--- src/rtl/process_allocator_arbiter_pkg.sv ---
// Shared definitions for the process-allocator arbiter: FSM encoding,
// program-counter width and the "no PID available" sentinel.
package process_allocator_arbiter_pkg;

  localparam int unsigned PC_BITS  = 9;
  localparam int unsigned PID_NONE = 0;

  typedef enum logic [1:0] {
    IDLE  = 2'd0,
    BUSY  = 2'd1,
    RESP  = 2'd2,
    DRAIN = 2'd3
  } arbState_t;

  // Increment an index modulo n (n >= 1).
  function automatic int unsigned wrapInc(input int unsigned idx, input int unsigned n);
    return (idx + 1 >= n) ? 0 : idx + 1;
  endfunction

endpackage

--- src/rtl/process_allocator_arbiter_if.sv ---
// Core-side bundle: per-core requests in, completion pulses and the crossbar
// grant out. master = the requesting cores, slave = the arbiter.
interface process_allocator_arbiter_if
  import process_allocator_arbiter_pkg::*;
#(
  parameter int unsigned addrBits    = 8,
  parameter int unsigned numCores    = 4,
  parameter int unsigned coreIdxBits = 2
) ();

  logic [numCores-1:0]          reqValid;
  logic [numCores-1:0]          reqIsCreate;
  logic [numCores*addrBits-1:0] reqWordsToCopy;
  logic [numCores*PC_BITS-1:0]  reqStartPc;
  logic [numCores*addrBits-1:0] reqPidToFree;

  logic [numCores-1:0]          respValid;
  logic [addrBits-1:0]          respPid;
  logic                         respError;
  logic                         grantValid;
  logic [coreIdxBits-1:0]       grantIndex;

  modport master (
    output reqValid, reqIsCreate, reqWordsToCopy, reqStartPc, reqPidToFree,
    input  respValid, respPid, respError, grantValid, grantIndex
  );

  modport slave (
    input  reqValid, reqIsCreate, reqWordsToCopy, reqStartPc, reqPidToFree,
    output respValid, respPid, respError, grantValid, grantIndex
  );

endinterface

--- src/rtl/process_allocator_arbiter_rr_priority_picker.sv ---
// Combinational round-robin picker: first set request bit scanning upward
// from rrPtr with wrap-around.
module rr_priority_picker #(
  parameter int unsigned numCores    = 4,
  parameter int unsigned coreIdxBits = 2
) (
  input  logic [numCores-1:0]    reqValid,
  input  logic [coreIdxBits-1:0] rrPtr,
  output logic                   any_c,
  output logic [coreIdxBits-1:0] index_c
);

  always_comb begin
    logic        found;
    int unsigned cand;
    any_c   = |reqValid;
    index_c = '0;
    found   = 1'b0;
    cand    = 0;
    for (int unsigned k = 0; k < numCores; k++) begin
      cand = 32'(rrPtr) + k;
      if (cand >= numCores) cand = cand - numCores;
      if (!found && reqValid[coreIdxBits'(cand)]) begin
        index_c = coreIdxBits'(cand);
        found   = 1'b1;
      end
    end
  end

endmodule

--- src/rtl/process_allocator_arbiter.sv ---
// Round-robin arbiter sharing one ProcessAllocator among numCores cores;
// drives the enabled/finished handshake and returns PID or error to the winner.
module process_allocator_arbiter
  import process_allocator_arbiter_pkg::*;
#(
  parameter int unsigned addrBits      = 8,
  parameter int unsigned numCores      = 4,
  parameter int unsigned coreIdxBits   = 2,
  parameter int unsigned timeoutCycles = 1024
) (
  input  logic                clk,
  input  logic                reset,
  process_allocator_arbiter_if.slave core,
  output logic                allocEnabled,
  output logic                allocHasProcessCreate,
  output logic [addrBits-1:0] allocWordsToCopy,
  output logic [PC_BITS-1:0]  allocStartPc,
  output logic [addrBits-1:0] allocPidToFree,
  input  logic                allocFinished,
  input  logic [addrBits-1:0] allocNewPid
);

  localparam int unsigned cntBits = (timeoutCycles > 2) ? $clog2(timeoutCycles) : 1;
  localparam logic [cntBits-1:0] cntLast = cntBits'(timeoutCycles - 1);

  arbState_t              state;
  logic [coreIdxBits-1:0] rrPtr;
  logic [cntBits-1:0]     busyCnt;
  logic                   pickAny;
  logic [coreIdxBits-1:0] pickIdx;

  rr_priority_picker #(
    .numCores    (numCores),
    .coreIdxBits (coreIdxBits)
  ) uPicker (
    .reqValid (core.reqValid),
    .rrPtr    (rrPtr),
    .any_c    (pickAny),
    .index_c  (pickIdx)
  );

  always_ff @(posedge clk) begin
    if (reset) begin
      state                 <= IDLE;
      rrPtr                 <= '0;
      busyCnt               <= '0;
      core.respValid        <= '0;
      core.respPid          <= '0;
      core.respError        <= 1'b0;
      core.grantValid       <= 1'b0;
      core.grantIndex       <= '0;
      allocEnabled          <= 1'b0;
      allocHasProcessCreate <= 1'b0;
      allocWordsToCopy      <= '0;
      allocStartPc          <= '0;
      allocPidToFree        <= '0;
    end else begin
      case (state)
        IDLE: begin
          // Latch the winner's operands; they stay stable for the whole BUSY phase.
          if (pickAny) begin
            core.grantIndex       <= pickIdx;
            core.grantValid       <= 1'b1;
            allocEnabled          <= 1'b1;
            allocHasProcessCreate <= core.reqIsCreate[pickIdx];
            allocWordsToCopy      <= core.reqWordsToCopy[pickIdx*addrBits +: addrBits];
            allocStartPc          <= core.reqStartPc[pickIdx*PC_BITS +: PC_BITS];
            allocPidToFree        <= core.reqPidToFree[pickIdx*addrBits +: addrBits];
            busyCnt               <= '0;
            state                 <= BUSY;
          end
        end

        BUSY: begin
          if (allocFinished) begin
            allocEnabled   <= 1'b0;
            core.respValid <= numCores'(1) << core.grantIndex;
            if (allocHasProcessCreate) begin
              core.respPid   <= allocNewPid;
              core.respError <= (allocNewPid == addrBits'(PID_NONE));
            end else begin
              core.respPid   <= allocPidToFree;
              core.respError <= 1'b0;
            end
            state <= RESP;
          end else if (busyCnt == cntLast) begin
            // Allocator never answered: abort and report an error.
            allocEnabled   <= 1'b0;
            core.respValid <= numCores'(1) << core.grantIndex;
            core.respPid   <= allocHasProcessCreate ? addrBits'(PID_NONE) : allocPidToFree;
            core.respError <= 1'b1;
            state          <= RESP;
          end else begin
            busyCnt <= busyCnt + 1'b1;
          end
        end

        RESP: begin
          core.respValid <= '0;
          core.respError <= 1'b0;
          rrPtr          <= coreIdxBits'(wrapInc(32'(core.grantIndex), numCores));
          state          <= DRAIN;
        end

        DRAIN: begin
          // Wait out a lingering finished so it cannot complete the next request.
          if (!allocFinished) begin
            core.grantValid <= 1'b0;
            state           <= IDLE;
          end
        end

        default: state <= IDLE;
      endcase
    end
  end

endmodule
--- src/flat_wrapper.sv ---
// flat-port wrapper written by rule: the top's interface ports become plain ports
module process_allocator_arbiter_flat import process_allocator_arbiter_pkg::*;
#(
  parameter int unsigned addrBits      = 8,
  parameter int unsigned numCores      = 4,
  parameter int unsigned coreIdxBits   = 2,
  parameter int unsigned timeoutCycles = 1024
)
  (clk, reset, allocEnabled, allocHasProcessCreate, allocWordsToCopy, allocStartPc, allocPidToFree, allocFinished, allocNewPid, core_reqValid, core_reqIsCreate, core_reqWordsToCopy, core_reqStartPc, core_reqPidToFree, core_respValid, core_respPid, core_respError, core_grantValid, core_grantIndex);
  process_allocator_arbiter_if #(.addrBits(addrBits), .numCores(numCores), .coreIdxBits(coreIdxBits)) core_i ();
  input  logic clk;
  input  logic reset;
  output logic allocEnabled;
  output logic allocHasProcessCreate;
  output logic [addrBits-1:0] allocWordsToCopy;
  output logic [PC_BITS-1:0] allocStartPc;
  output logic [addrBits-1:0] allocPidToFree;
  input  logic allocFinished;
  input  logic [addrBits-1:0] allocNewPid;
  input wire logic [$bits(core_i.reqValid)-1:0] core_reqValid;
  input wire logic [$bits(core_i.reqIsCreate)-1:0] core_reqIsCreate;
  input wire logic [$bits(core_i.reqWordsToCopy)-1:0] core_reqWordsToCopy;
  input wire logic [$bits(core_i.reqStartPc)-1:0] core_reqStartPc;
  input wire logic [$bits(core_i.reqPidToFree)-1:0] core_reqPidToFree;
  output wire logic [$bits(core_i.respValid)-1:0] core_respValid;
  output wire logic [$bits(core_i.respPid)-1:0] core_respPid;
  output wire logic [$bits(core_i.respError)-1:0] core_respError;
  output wire logic [$bits(core_i.grantValid)-1:0] core_grantValid;
  output wire logic [$bits(core_i.grantIndex)-1:0] core_grantIndex;
  assign core_i.reqValid = core_reqValid;
  assign core_i.reqIsCreate = core_reqIsCreate;
  assign core_i.reqWordsToCopy = core_reqWordsToCopy;
  assign core_i.reqStartPc = core_reqStartPc;
  assign core_i.reqPidToFree = core_reqPidToFree;
  assign core_respValid = core_i.respValid;
  assign core_respPid = core_i.respPid;
  assign core_respError = core_i.respError;
  assign core_grantValid = core_i.grantValid;
  assign core_grantIndex = core_i.grantIndex;
  process_allocator_arbiter #(.addrBits(addrBits), .numCores(numCores), .coreIdxBits(coreIdxBits), .timeoutCycles(timeoutCycles)) u_core (.clk(clk), .reset(reset), .core(core_i), .allocEnabled(allocEnabled), .allocHasProcessCreate(allocHasProcessCreate), .allocWordsToCopy(allocWordsToCopy), .allocStartPc(allocStartPc), .allocPidToFree(allocPidToFree), .allocFinished(allocFinished), .allocNewPid(allocNewPid));
endmodule
--- config.mk ---
export PLATFORM = sky130hd
export DESIGN_NAME = process_allocator_arbiter_flat
export DESIGN_NICKNAME = d
export VERILOG_FILES = /design/src/rtl/process_allocator_arbiter_pkg.sv /design/src/rtl/process_allocator_arbiter_if.sv /design/src/rtl/process_allocator_arbiter_rr_priority_picker.sv /design/src/rtl/process_allocator_arbiter.sv /design/src/flat_wrapper.sv
export SDC_FILE = /design/constraint.sdc
export NUM_CORES = 1
export LEC_CHECK = 0
export BUFFER_PORTS_ARGS = -buffer_cell sky130_fd_sc_hd__buf_2
export CORE_ASPECT_RATIO = 1.2
export CORE_MARGIN = 2
export CORE_UTILIZATION = 49
export CTS_CLUSTER_SIZE = 8
export DETAILED_ROUTE_END_ITERATION = 10
export PLACE_DENSITY = 0.87
export SETUP_SLACK_MARGIN = 0.02
export SKIP_LAST_GASP = 1
export SLEW_MARGIN = 15
export SYNTH_ARGS = -nofsm -noshare
export SYNTH_HDL_FRONTEND = slang
export SYNTH_SLANG_ARGS = --single-unit
--- constraint.sdc ---
create_clock -name clk -period 2.2 [get_ports clk]
set_input_delay 0.22 -clock clk [delete_from_list [all_inputs] [get_ports clk]]
set_output_delay 0.22 -clock clk [all_outputs]
set_load 0.02 [all_outputs]
Word-level counts from Yosys, hierarchy flattened
Cells that the tools add are included.

Reduce and logical (&&, ||, !) cells: 20. Order comparisons: 10. Mux-type cells: 48. $add $sub $neg: 9. Multiply operators: 1. Equality and inequality tests: 9. Shift operators: 4.

Operators with widths (number): $shiftx 32x6->8 (2); $shiftx 36x7->9 (1); $mux 8 (4); $mux 10 (3); $mux 2 (13); $pmux 10 s2 (1); $lt 2x3->1 const B (5); $mux 1 (15); $ge 3x3->1 const B (4); $add 10x1->10 const B (1); $bmux 1 s2 (5); $eq 10x10->1 const B (1); $reduce_and 3->1 (3); $logic_not 8->1 (1); $mux 4 (2); $pmux 2 s4 (1); $pmux 4 s2 (1); $reduce_bool 2->1 (4); $sub 2x1->2 const B (4); $add 2x1->3 const B (2); $add 2x2->3 const B (2); $mul 2x4->6 const B (1); $ne 2x2->1 const B (3); $pmux 1 s2 (3); 12 further kinds (19).

Flip-flop bits (word level): 57.

Logic depth before layout (Yosys ltp)
Gate-level depths: netlist of run 1.

Depth in word-level cells: 16. Depth in mapped cells: 8. Mapped depth without buffers: 7.

Cells and area by module
Synthesis of run 1 repeated with hierarchy kept, for this count alone.

Cell total of the unflattened synthesis: 364. Area total of the unflattened synthesis: 3303.2 µm².

Modules (own cells, without submodules): process_allocator_arbiter (area each 3225.6 µm², cells an instance 349, times used 1); rr_priority_picker (area each 77.6 µm², cells an instance 15, times used 1).

Worst setup path before layout of run 1
No wires, ideal clock.

Path type: reg-to-reg. From: reg u_core.rrPtr[0]. To: reg u_core.allocPidToFree[5]. Data arrival time: 1.619 ns. Setup slack: 0.449 ns. Cell stages (with the launch flop): 8. Path through: dfxtp_1 > nor2b_1 > or4_4 > buf_6 > buf_2 > and3_1 > o32ai_1 > a21oi_1.

Word-level cells in the longest chain between the ends: 15. Elaborated cells between the ends (all ways): 37.

Ends and longest elaborated chain: start, declared (RTL line process_allocator_arbiter.sv:27) `logic [coreIdxBits-1:0] rrPtr;`; start signal, assigned (RTL line process_allocator_arbiter.sv:101) `rrPtr <= coreIdxBits'(wrapInc(32'(core.grantIndex), numCores));`; branches (longest 13 deep; another with $add 2x1->3); $mux 2 (*) (RTL line process_allocator_arbiter_rr_priority_picker.sv:23) `if (!found && reqValid[coreIdxBits'(cand)]) begin`; $shiftx 32x6->8 (*) (RTL line process_allocator_arbiter.sv:68) `allocPidToFree <= core.reqPidToFree[pickIdx*addrBits +: addrBits];`; end signal, assigned (RTL line process_allocator_arbiter.sv:68); end, declared (RTL line process_allocator_arbiter.sv:18) `output logic [addrBits-1:0] allocPidToFree,`.

Mark *: on every way between the ends. The select of a mux whose other input is x is not followed. A chain may end at the register's enable or synchronous reset.

Worst setup path after layout of run 1
From: reg u_core.state[0]. To: reg u_core.allocStartPc[5].

Word-level cells in the longest chain between the ends: 2.

Ends and longest elaborated chain: start, declared (RTL line process_allocator_arbiter.sv:26) `arbState_t state;`; start signal, assigned (RTL line process_allocator_arbiter.sv:44) `state <= IDLE;`; start signal, assigned (RTL line process_allocator_arbiter.sv:70) `state <= BUSY;`; start signal, assigned (RTL line process_allocator_arbiter.sv:85) `state <= RESP;`; $logic_not 2->1 (RTL line process_allocator_arbiter.sv:58) `case (state)`; $reduce_and 2->1 (no source line); end signal, assigned (RTL line process_allocator_arbiter.sv:67) `allocStartPc <= core.reqStartPc[pickIdx*PC_BITS +: PC_BITS];`; end, declared (RTL line process_allocator_arbiter.sv:17) `output logic [PC_BITS-1:0] allocStartPc,`.

No other way between the ends.

==> results of run 1 <==
==> sequential cells by signal, summed over array words and instances, names as in the netlist <==
register and cells:
u_core.allocEnabled 1, u_core.allocStartPc 9, u_core.allocPidToFree 8, u_core.state 2, u_core.core.grantIndex 2, u_core.core.respValid 4
u_core.core.respPid 8, u_core.core.grantValid 1, u_core.core.respError 1, u_core.busyCnt 10, u_core.allocWordsToCopy 8, u_core.rrPtr 2
u_core.allocHasProcessCreate 1
==> area by class of cell <==
type                    count  area share [%]
inverters                   8           0.600
repair buffers            172            18.7
flip-flops and latches     57            22.8
clock buffers              11            2.82
well taps                  92            2.30
clock inverters             5            1.57
multi-input cells         385            51.2
==> logic make-up (layout without fill, tap and decap cells) <==
family                   after synthesis  in the layout  share of synthesized area, %
AO/OA/AOI/OAI                        173            173                          29.8
flip-flops                            57             57                          29.2
XOR/XNOR                               7              7                          1.57
buffers and inverters                 54            196                          5.79
AND/OR/NAND/NOR                      189            190                          29.2
adder cells (fa/ha/maj)                9              9                          2.88
multiplexers                           6              6                          1.54
==> report_power, final <==
group	total (mW)	switching [mW]	leakage, nW	internal, mW
Sequential	1.50	0.212	0.466	1.29
Combinational	2.19	1.33	1.79	0.858
Clock	1.11	0.440	0.113	0.667
==> critical path, stage by stage (launching register included) <==
cell     delay, ns
dfxtp_1       0.33
inv_1         0.11
ha_1          0.18
nand2_1       0.19
nor3_2        0.83
o32ai_1       0.18
a21oi_1       0.17
==> per-stage QoR <==
stage	util, %	cell area, um^2	cells
after floorplan	-	3910	495
after global placement	62.0	4780	713
after detailed placement	62.0	4780	713
after CTS	64.8	5000	729
after global routing	65.0	5010	730
final	65.0	5010	730
==> placed cells by master, fill, tap and decap left out, drive strengths merged, types with 3 or more instances in the layout <==
cell	n
nor3	7
clkbuf	11
a21boi	50
clkinv	3
buf	172
and2	27
nand4b	4
mux2i	6
dfxtp	57
and3b	25
nor2b	12
nor2	29
ha	9
xnor2	3
o32ai	25
nand3	7
xor2	4
and3	54
o21ai	29
nand4	3
a211oi	10
a21oi	45
nand2	15
inv	8
==> per-layer routing <==
| layer | vias up | GRT usage [%] | part of all wire (%) |
|---|---|---|---|
| met5 | - | 0 | 0 |
| met4 | 0 | 10.6 | 2.0 |
| met3 | 22 | 5.41 | 6.2 |
| met2 | 162 | 45.9 | 51 |
| met1 | 2001 | 28.8 | 41 |
| li1 | 2101 | - | - |
==> worst max path at each step <==
| stage | end | slack, ns | cells after the start |
|---|---|---|---|
| finish | u_core.allocStartPc[5] | 0.14 | 6 |
| detailed placement | u_core.allocPidToFree[3] | 0.07 | 6 |
| global route | u_core.allocPidToFree[2] | 0.01 | 6 |
| CTS | u_core.allocPidToFree[3] | 0.06 | 6 |
| floorplan | u_core.allocPidToFree[5] | 0.45 | 7 |
| global placement | u_core.allocStartPc[5] | 0.19 | 6 |
==> results.toml, run 1 <==
[worst_hold_path]
hold_class = "in2reg"
hp-start = "allocNewPid[1]"
min_to = "u_core.core.respPid[1]"
whs_path_depth = 3

[clock_tree]
cts_sinks = 57
worstSkewPairLatency_ns = 0.33
ctsHtreeMaxLevel = 3
clock_path_buffers = 2
cts_resized = 0
cts_setup_buffers = 0
root_buffer = "clkbuf_8"
hold_buffers = 0
cts_made_buffers = 9
cts_tree = "built"
clk_pin_slew_ns = 0.07

[pwr]
peakVddDrop_mv = 0.592
power.total_mw = 4.80
power_density_nw_per_um2 = 959
p_leak_nw = 2.37

[setup_path]
worst-setup-path-type = "reg2reg"
path_max_fanout = 13
r2r_slack_ns = 0.14
critPathLaunchType = "register"
arrival_ns = 2.33
r2r_end = "u_core.allocStartPc[5]"
cp-end-kind = "register"
required_ns = 2.46
r2r_start = "u_core.state[0]"
crit_path_start = "u_core.state[0]"
r2r_cells = 6

[synthesis]
ys_types = 45
synth_edf_count = 0
synthFlopType = "dfxtp_1"
yosysWarningCount = 0
synthesis.area_um2 = 3910
ys_ff_latch = 57
synthTopCellsByCount = "dfxtp_1 (57), and3_1 (54), a21boi_0 (50), a21oi_1 (45), clkbuf_1 (33)"
post-synth-top-count-cell = "dfxtp_1"
syn-num-nets = 623
yosysTopAreaCellShare_pct = 29.2
avgSynthCellArea_um2 = 7.90
async_flop_share_pct = 0
synth_area_leaders = "dfxtp_1 (29%), a21boi_0 (9.6%), and3_1 (8.6%)"
yosysSeqAreaShare_pct = 29.2
syn_inst = 495
yosysTopAreaCell = "dfxtp_1"

[timing]
worstMarginPinSlew_ns = 1.03
period_share_pct = 93.8
setup_viol = 0
period_minus_slack_ns = 2.06
fmax_ghz = 0.485
fin_skew_ns = 0.0107
finalHoldViolations = 0
rsz0062_at_grt = "no"
final.setup.tns_ns = 0
drv_slew = 0
slew_headroom_pct = 31.2
holdWs_ns = 0.233
setup_ws_ns = 0.137

[placement]
dp_hpwl_um = 8240
place_ws_ns = 0.0679
place.gp.congestion = 0.853
numPortBuffers = 161

[routing]
drt_iter0_drc = 151
via_per_inst = 5.87
routedWlPerCell_um = 15.9
ant_nets = 0
drtPass1Iterations = 5
vias = 4286
remaining_drc_errors = 0
finalWirelength_um = 11600

[floorplan]
dieArea_um2 = 8720
ios = 162
die_y_um = 102
rows = 35
coreArea_um2 = 7710
start_util_pct = 50.7
fp.dieW_um = 85.6

[global_routing]
grt_pass1_vias = 4026
antenna_found_initial = 0
overflow = 0
grt_usage_pct = 25.3
grt_first_pass_wirelength_um = 17900
grt_max_degree = 103

[layout]
seqCellArea_um2 = 1140
final_nets = 761
area_growth_pct = 28.0
fillers = 658
drive_gt1_share_pct = 30.6
n_antenna_cell = 0
multi_input_comb_area_um2 = 2560

[status]
outcome = "complete, no violations"

[run]
cap_violations = 0
Note: power is estimated with default switching activity, not from simulation.
==> run 2, diff against run 1 <==
--- a/config.mk
+++ b/config.mk
@@ -8,10 +8,11 @@
 export BUFFER_PORTS_ARGS = -buffer_cell sky130_fd_sc_hd__buf_2
 export CORE_ASPECT_RATIO = 1.2
 export CORE_MARGIN = 2
-export CORE_UTILIZATION = 49
+export CORE_UTILIZATION = 45
+export CTS_BUF_LIST = sky130_fd_sc_hd__clkbuf_2 sky130_fd_sc_hd__clkbuf_4 sky130_fd_sc_hd__clkbuf_8
 export CTS_CLUSTER_SIZE = 8
 export DETAILED_ROUTE_END_ITERATION = 10
-export PLACE_DENSITY = 0.87
+export PLACE_DENSITY = 0.82
 export SETUP_SLACK_MARGIN = 0.02
 export SKIP_LAST_GASP = 1
 export SLEW_MARGIN = 15
==> run 2 against run 1 <==
  * Final area is 0.52% higher
  * Die area is 8.5% higher
  * Wire length is 3.1% lower
  * Critical path depth stayed put
  * Via count is 1.6% lower
  * Register-to-register slack better by 0.11 ns
  * Worst setup slack better by 0.11 ns
  * Critical endpoint is now u_core.allocPidToFree[6]
==> results.toml, run 2 (synthesis results as in run 1) <==
[status]
outcome = "complete, no violations"

[layout]
n_antenna_cell = 0
largest_register_ffs = 10
final_nets = 760
regMostFlops = "u_core.busyCnt"
mostFrequentLayoutCells = "buf_2 (161), dfxtp_1 (57), and3_1 (54)"
fillers = 819
drive_gt1_share_pct = 30.6
largest_registers = "u_core.busyCnt: 10 flops, u_core.allocStartPc: 9 flops"
area_growth_pct = 28.7
layout_commonest_cell = "buf_2"

[global_routing]
grt_usage_pct = 23.4
grt_pass1_vias = 3896
grt_first_pass_wirelength_um = 17800
antenna_found_initial = 0
overflow = 0
grt_max_degree = 103

[clock_tree]
clk_pin_slew_ns = 0.06
cts_setup_buffers = 0
cts_resized = 0
ctsHtreeMaxLevel = 3
root_buffer = "clkbuf_8"
cts_tree = "built"
hold_buffers = 0
clock_path_buffers = 2
worstSkewPairLatency_ns = 0.34
cts_sinks = 57
cts_made_buffers = 9

[floorplan]
fp.dieW_um = 89.1
ios = 162
coreArea_um2 = 8520
die_y_um = 106
rows = 37
dieArea_um2 = 9460
start_util_pct = 45.9

[setup_path]
arrival_ns = 2.17
required_ns = 2.41
slowest_stage = "or4_4"
crit_path_start = "u_core.rrPtr[0]"
cp-end-kind = "register"
r2r_start = "u_core.rrPtr[0]"
crit_chain = "nor2b_1 -> or4_4 -> buf_12 -> nand2_1 -> mux2i_1 -> o221ai_1"
path_max_fanout = 102
max_stage_delay_ns = 0.50
critPathLaunchType = "register"
worst-setup-path-type = "reg2reg"

[timing]
period_share_pct = 89.0
final.setup.tns_ns = 0
finalHoldViolations = 0
period_minus_slack_ns = 1.96
fmax_ghz = 0.511
setup_viol = 0
worstMarginPinSlew_ns = 0.684
slew_headroom_pct = 54.2
rsz0062_at_grt = "no"
fin_skew_ns = 0.00718
drv_slew = 0

[run]
cap_violations = 0

[pwr]
power_density_nw_per_um2 = 955
peakVddDrop_mv = 0.460
p_leak_nw = 2.37
power.total_mw = 4.81

[placement]
numPortBuffers = 161
dp_hpwl_um = 7940
place.gp.congestion = 0.878

[routing]
vias = 4217
via_per_inst = 5.59
remaining_drc_errors = 0
finalWirelength_um = 11200
ant_nets = 0
routedWlPerCell_um = 14.9
drt_iter0_drc = 160
drtPass1Iterations = 4

[worst_hold_path]
hp-start = "allocNewPid[7]"
hold_class = "in2reg"
run 2: cell count changes in the layout (fill, tap and decap cells not counted):
cell	change
buf_12	-1
clkbuf_1	-1
clkbuf_8	+1
clkinv_4	-1
clkinvlp_4	+1
nor3_2	-1
nor3_4	+1
run 2: routing by layer:
layer | global-route usage [%] | up-vias | part of all wire, %
met5 | 0 | - | 0
met3 | 4.81 | 19 | 6.4
met4 | 8.74 | 0 | 1.6
li1 | - | 2097 | -
met2 | 39.1 | 148 | 50
met1 | 29.1 | 1953 | 42
run 2: where the power goes:
group,leakage [nW],total [mW],internal [mW],switching (mW)
registers,0.466,1.50,1.29,0.208
logic,1.78,2.18,0.856,1.33
clock network,0.115,1.13,0.695,0.433
total,2.37,4.81,2.84,1.97
run 2: metrics by stage:
step	util (%)	hold slack, ns	instances	setup WS (ns)	instance area, um^2
after floorplan	-	0.413	495	0.449	3910
after global placement	56.2	0.444	737	0.161	4790
after detailed placement	56.2	0.446	737	0.0910	4790
after CTS	58.9	0.212	753	0.0706	5020
after global routing	59.1	0.232	754	0.0817	5030
final	59.1	0.221	754	0.242	5030
run 2: critical path: cells and delay by family (launching register included):
kind / cells / cell delay, ns
AO/OA/AOI/OAI: 1 / 0.17
flip-flops: 1 / 0.35
multiplexers: 1 / 0.29
buffers and inverters: 1 / 0.22
AND/OR/NAND/NOR: 3 / 0.75
run 2: area by class of cell:
cell class / count / area (um^2) / share of cell area [%]
Timing Repair Buffer: 171 / 918 / 18.2
Clock buffer: 11 / 151 / 3.01
Sequential cell: 57 / 1140 / 22.7
Clock inverter: 5 / 77.6 / 1.54
Multi-Input combinational cell: 385 / 2570 / 51.0
Inverter: 8 / 30.0 / 0.597
Tap cell: 117 / 146 / 2.91
run 2: final timing paths:
check	endpoint	slack [ns]	cells past startpoint
setup / recovery	u_core.allocPidToFree[6]	0.24	6
hold reg to reg	u_core.core.respValid[2]	0.45	2
hold / removal	u_core.core.respPid[7]	0.22	3
setup reg to reg	u_core.allocPidToFree[6]	0.24	6
==> run 3, diff against run 2 <==
--- a/config.mk
+++ b/config.mk
@@ -7,7 +7,6 @@
 export LEC_CHECK = 0
 export BUFFER_PORTS_ARGS = -buffer_cell sky130_fd_sc_hd__buf_2
 export CORE_ASPECT_RATIO = 1.2
-export CORE_MARGIN = 2
 export CORE_UTILIZATION = 45
 export CTS_BUF_LIST = sky130_fd_sc_hd__clkbuf_2 sky130_fd_sc_hd__clkbuf_4 sky130_fd_sc_hd__clkbuf_8
 export CTS_CLUSTER_SIZE = 8
==> run 3 against run 2 <==
  * Worst setup slack got worse by 0.11 ns
  * Maximum frequency decreased by 5.5%
  * Via count increased by 0.95%
  * Die area decreased by 4.1%
  * Clock-buffer cell count increased by 2
  * Sequential power about the same
  * Clock skew decreased by 0.0015 ns
  * Final area decreased by 0.62%
  * Wire length increased by 3.5%
  * Global-route usage increased by 1.7 points
  * Critical endpoint is now u_core.allocWordsToCopy[3]
==> results.toml, run 3 (synthesis results as in run 1) <==
[status]
outcome = "complete, no violations"

[global_routing]
grt_first_pass_wirelength_um = 18100
antenna_found_initial = 0
overflow = 0
grt_max_degree = 103
grt_pass1_vias = 3829
grt_usage_pct = 25.1

[placement]
numPortBuffers = 161
place.gp.congestion = 0.824
place_ws_ns = 0.0594
dp.cells = 735
dp_hpwl_um = 8130

[floorplan]
rows = 36
fp.dieW_um = 87.1
die_y_um = 104
coreArea_um2 = 8290
start_util_pct = 47.2
ios = 162
dieArea_um2 = 9070

[pwr]
power_density_nw_per_um2 = 941
p_leak_nw = 2.36
peakVddDrop_mv = 0.465
power.total_mw = 4.71

[clock_tree]
clock_path_buffers = 2
cts_tree = "built"
cts_resized = 0
hold_buffers = 0
clk_pin_slew_ns = 0.06
cts_made_buffers = 9
cts_sinks = 57
ctsHtreeMaxLevel = 3
root_buffer = "clkbuf_8"
cts_setup_buffers = 0
worstSkewPairLatency_ns = 0.35

[timing]
finalHoldViolations = 0
drv_slew = 0
final.setup.tns_ns = 0
setup_viol = 0
holdWs_ns = 0.202
rsz0062_at_grt = "no"
fin_skew_ns = 0.00566
slew_headroom_pct = 27.5
period_minus_slack_ns = 2.07
period_share_pct = 94.2
setup_ws_ns = 0.129
worstMarginPinSlew_ns = 1.08
fmax_ghz = 0.483

[setup_path]
cp-end-kind = "register"
critPathLaunchType = "register"
max_stage_delay_ns = 0.87
worst-setup-path-type = "reg2reg"
path_max_fanout = 13
crit_chain = "inv_1 -> ha_1 -> nand2_1 -> nor3_2 -> o32ai_1 -> a21oi_1"
critical-path-top-delay-family = "simple AND/OR/NAND/NOR gates"
required_ns = 2.47
slowest_stage = "nor3_2"
path_buf_inv = 1
arrival_ns = 2.34

[layout]
fillers = 766
area_growth_pct = 27.9
n_antenna_cell = 0
layout_commonest_cell = "buf_2"
stdcell_count = 752
largest_register_ffs = 10
regMostFlops = "u_core.busyCnt"
largest_registers = "u_core.busyCnt: 10 flops, u_core.allocStartPc: 9 flops"
final_nets = 761
mostFrequentLayoutCells = "buf_2 (161), dfxtp_1 (57), and3_1 (54)"
drive_gt1_share_pct = 30.7

[worst_hold_path]
hold_class = "in2reg"

[routing]
drt_iter0_drc = 180
finalWirelength_um = 11600
drtPass1Iterations = 4
remaining_drc_errors = 0
via_per_inst = 5.66
vias = 4257
ant_nets = 0
routedWlPerCell_um = 15.5

[run]
cap_violations = 0
[run 3: changes by cell type in the layout (fill, tap and decap cells not counted)]
cell	delta
clkbuf_4	+3
nor3_4	-1
buf_4	+1
nor3_2	+1
clkbuf_8	-1
bufinv_16	-1
clkinvlp_4	-1
[run 3: worst paths after layout]
path | from | end | slack [ns] | cells after the start
max reg2reg | u_core.state[0] | u_core.allocWordsToCopy[3] | 0.13 | 6
min reg2reg | u_core.core.respValid[2] | u_core.core.respValid[2] | 0.45 | 2
min | core_reqPidToFree[22] | u_core.allocPidToFree[6] | 0.20 | 3
max | u_core.state[0] | u_core.allocWordsToCopy[3] | 0.13 | 6
[run 3: area by class of cell]
cell class	instances	area, um^2	share of cell area, %
clock inverter	3	40.0	0.801
clock buffer	13	160	3.20
tap	114	143	2.85
timing repair buffer	172	926	18.5
multi-input combinational	385	2560	51.2
sequential	57	1140	22.8
inverter	8	30.0	0.600
[run 3: tightest hold or removal path: cells and delay by family]
| family | cells | cell delay, ns |
|---|---|---|
| buffers and inverters | 1 | 0.08 |
| muxes | 1 | 0.07 |
| AOI/OAI and AO/OA | 1 | 0.14 |
[run 3: power by group]
group | switching [mW] | internal, mW | total [mW] | leakage (nW)
clock | 0.419 | 0.588 | 1.01 | 0.108
combinational | 1.35 | 0.861 | 2.21 | 1.79
sequential | 0.199 | 1.29 | 1.49 | 0.466
[run 3: layer usage]
layer / global-route usage, % / up-vias / part of all wire, % / wire length [um]
met4: 9.72 / 0 / 1.8 / 214
met2: 43.0 / 155 / 51 / 5960
li1: - / 2107 / - / -
met1: 29.3 / 1975 / 41 / 4790
met3: 6.59 / 20 / 5.7 / 661
met5: 0 / - / 0 / 0
[run 3: stage by stage]
stage                     area (um^2)  util [%]
after floorplan                  3910         -
after global placement           4790      57.8
after detailed placement         4790      57.8
after CTS                        4990      60.2
after global routing             5000      60.3
final                            5000      60.3
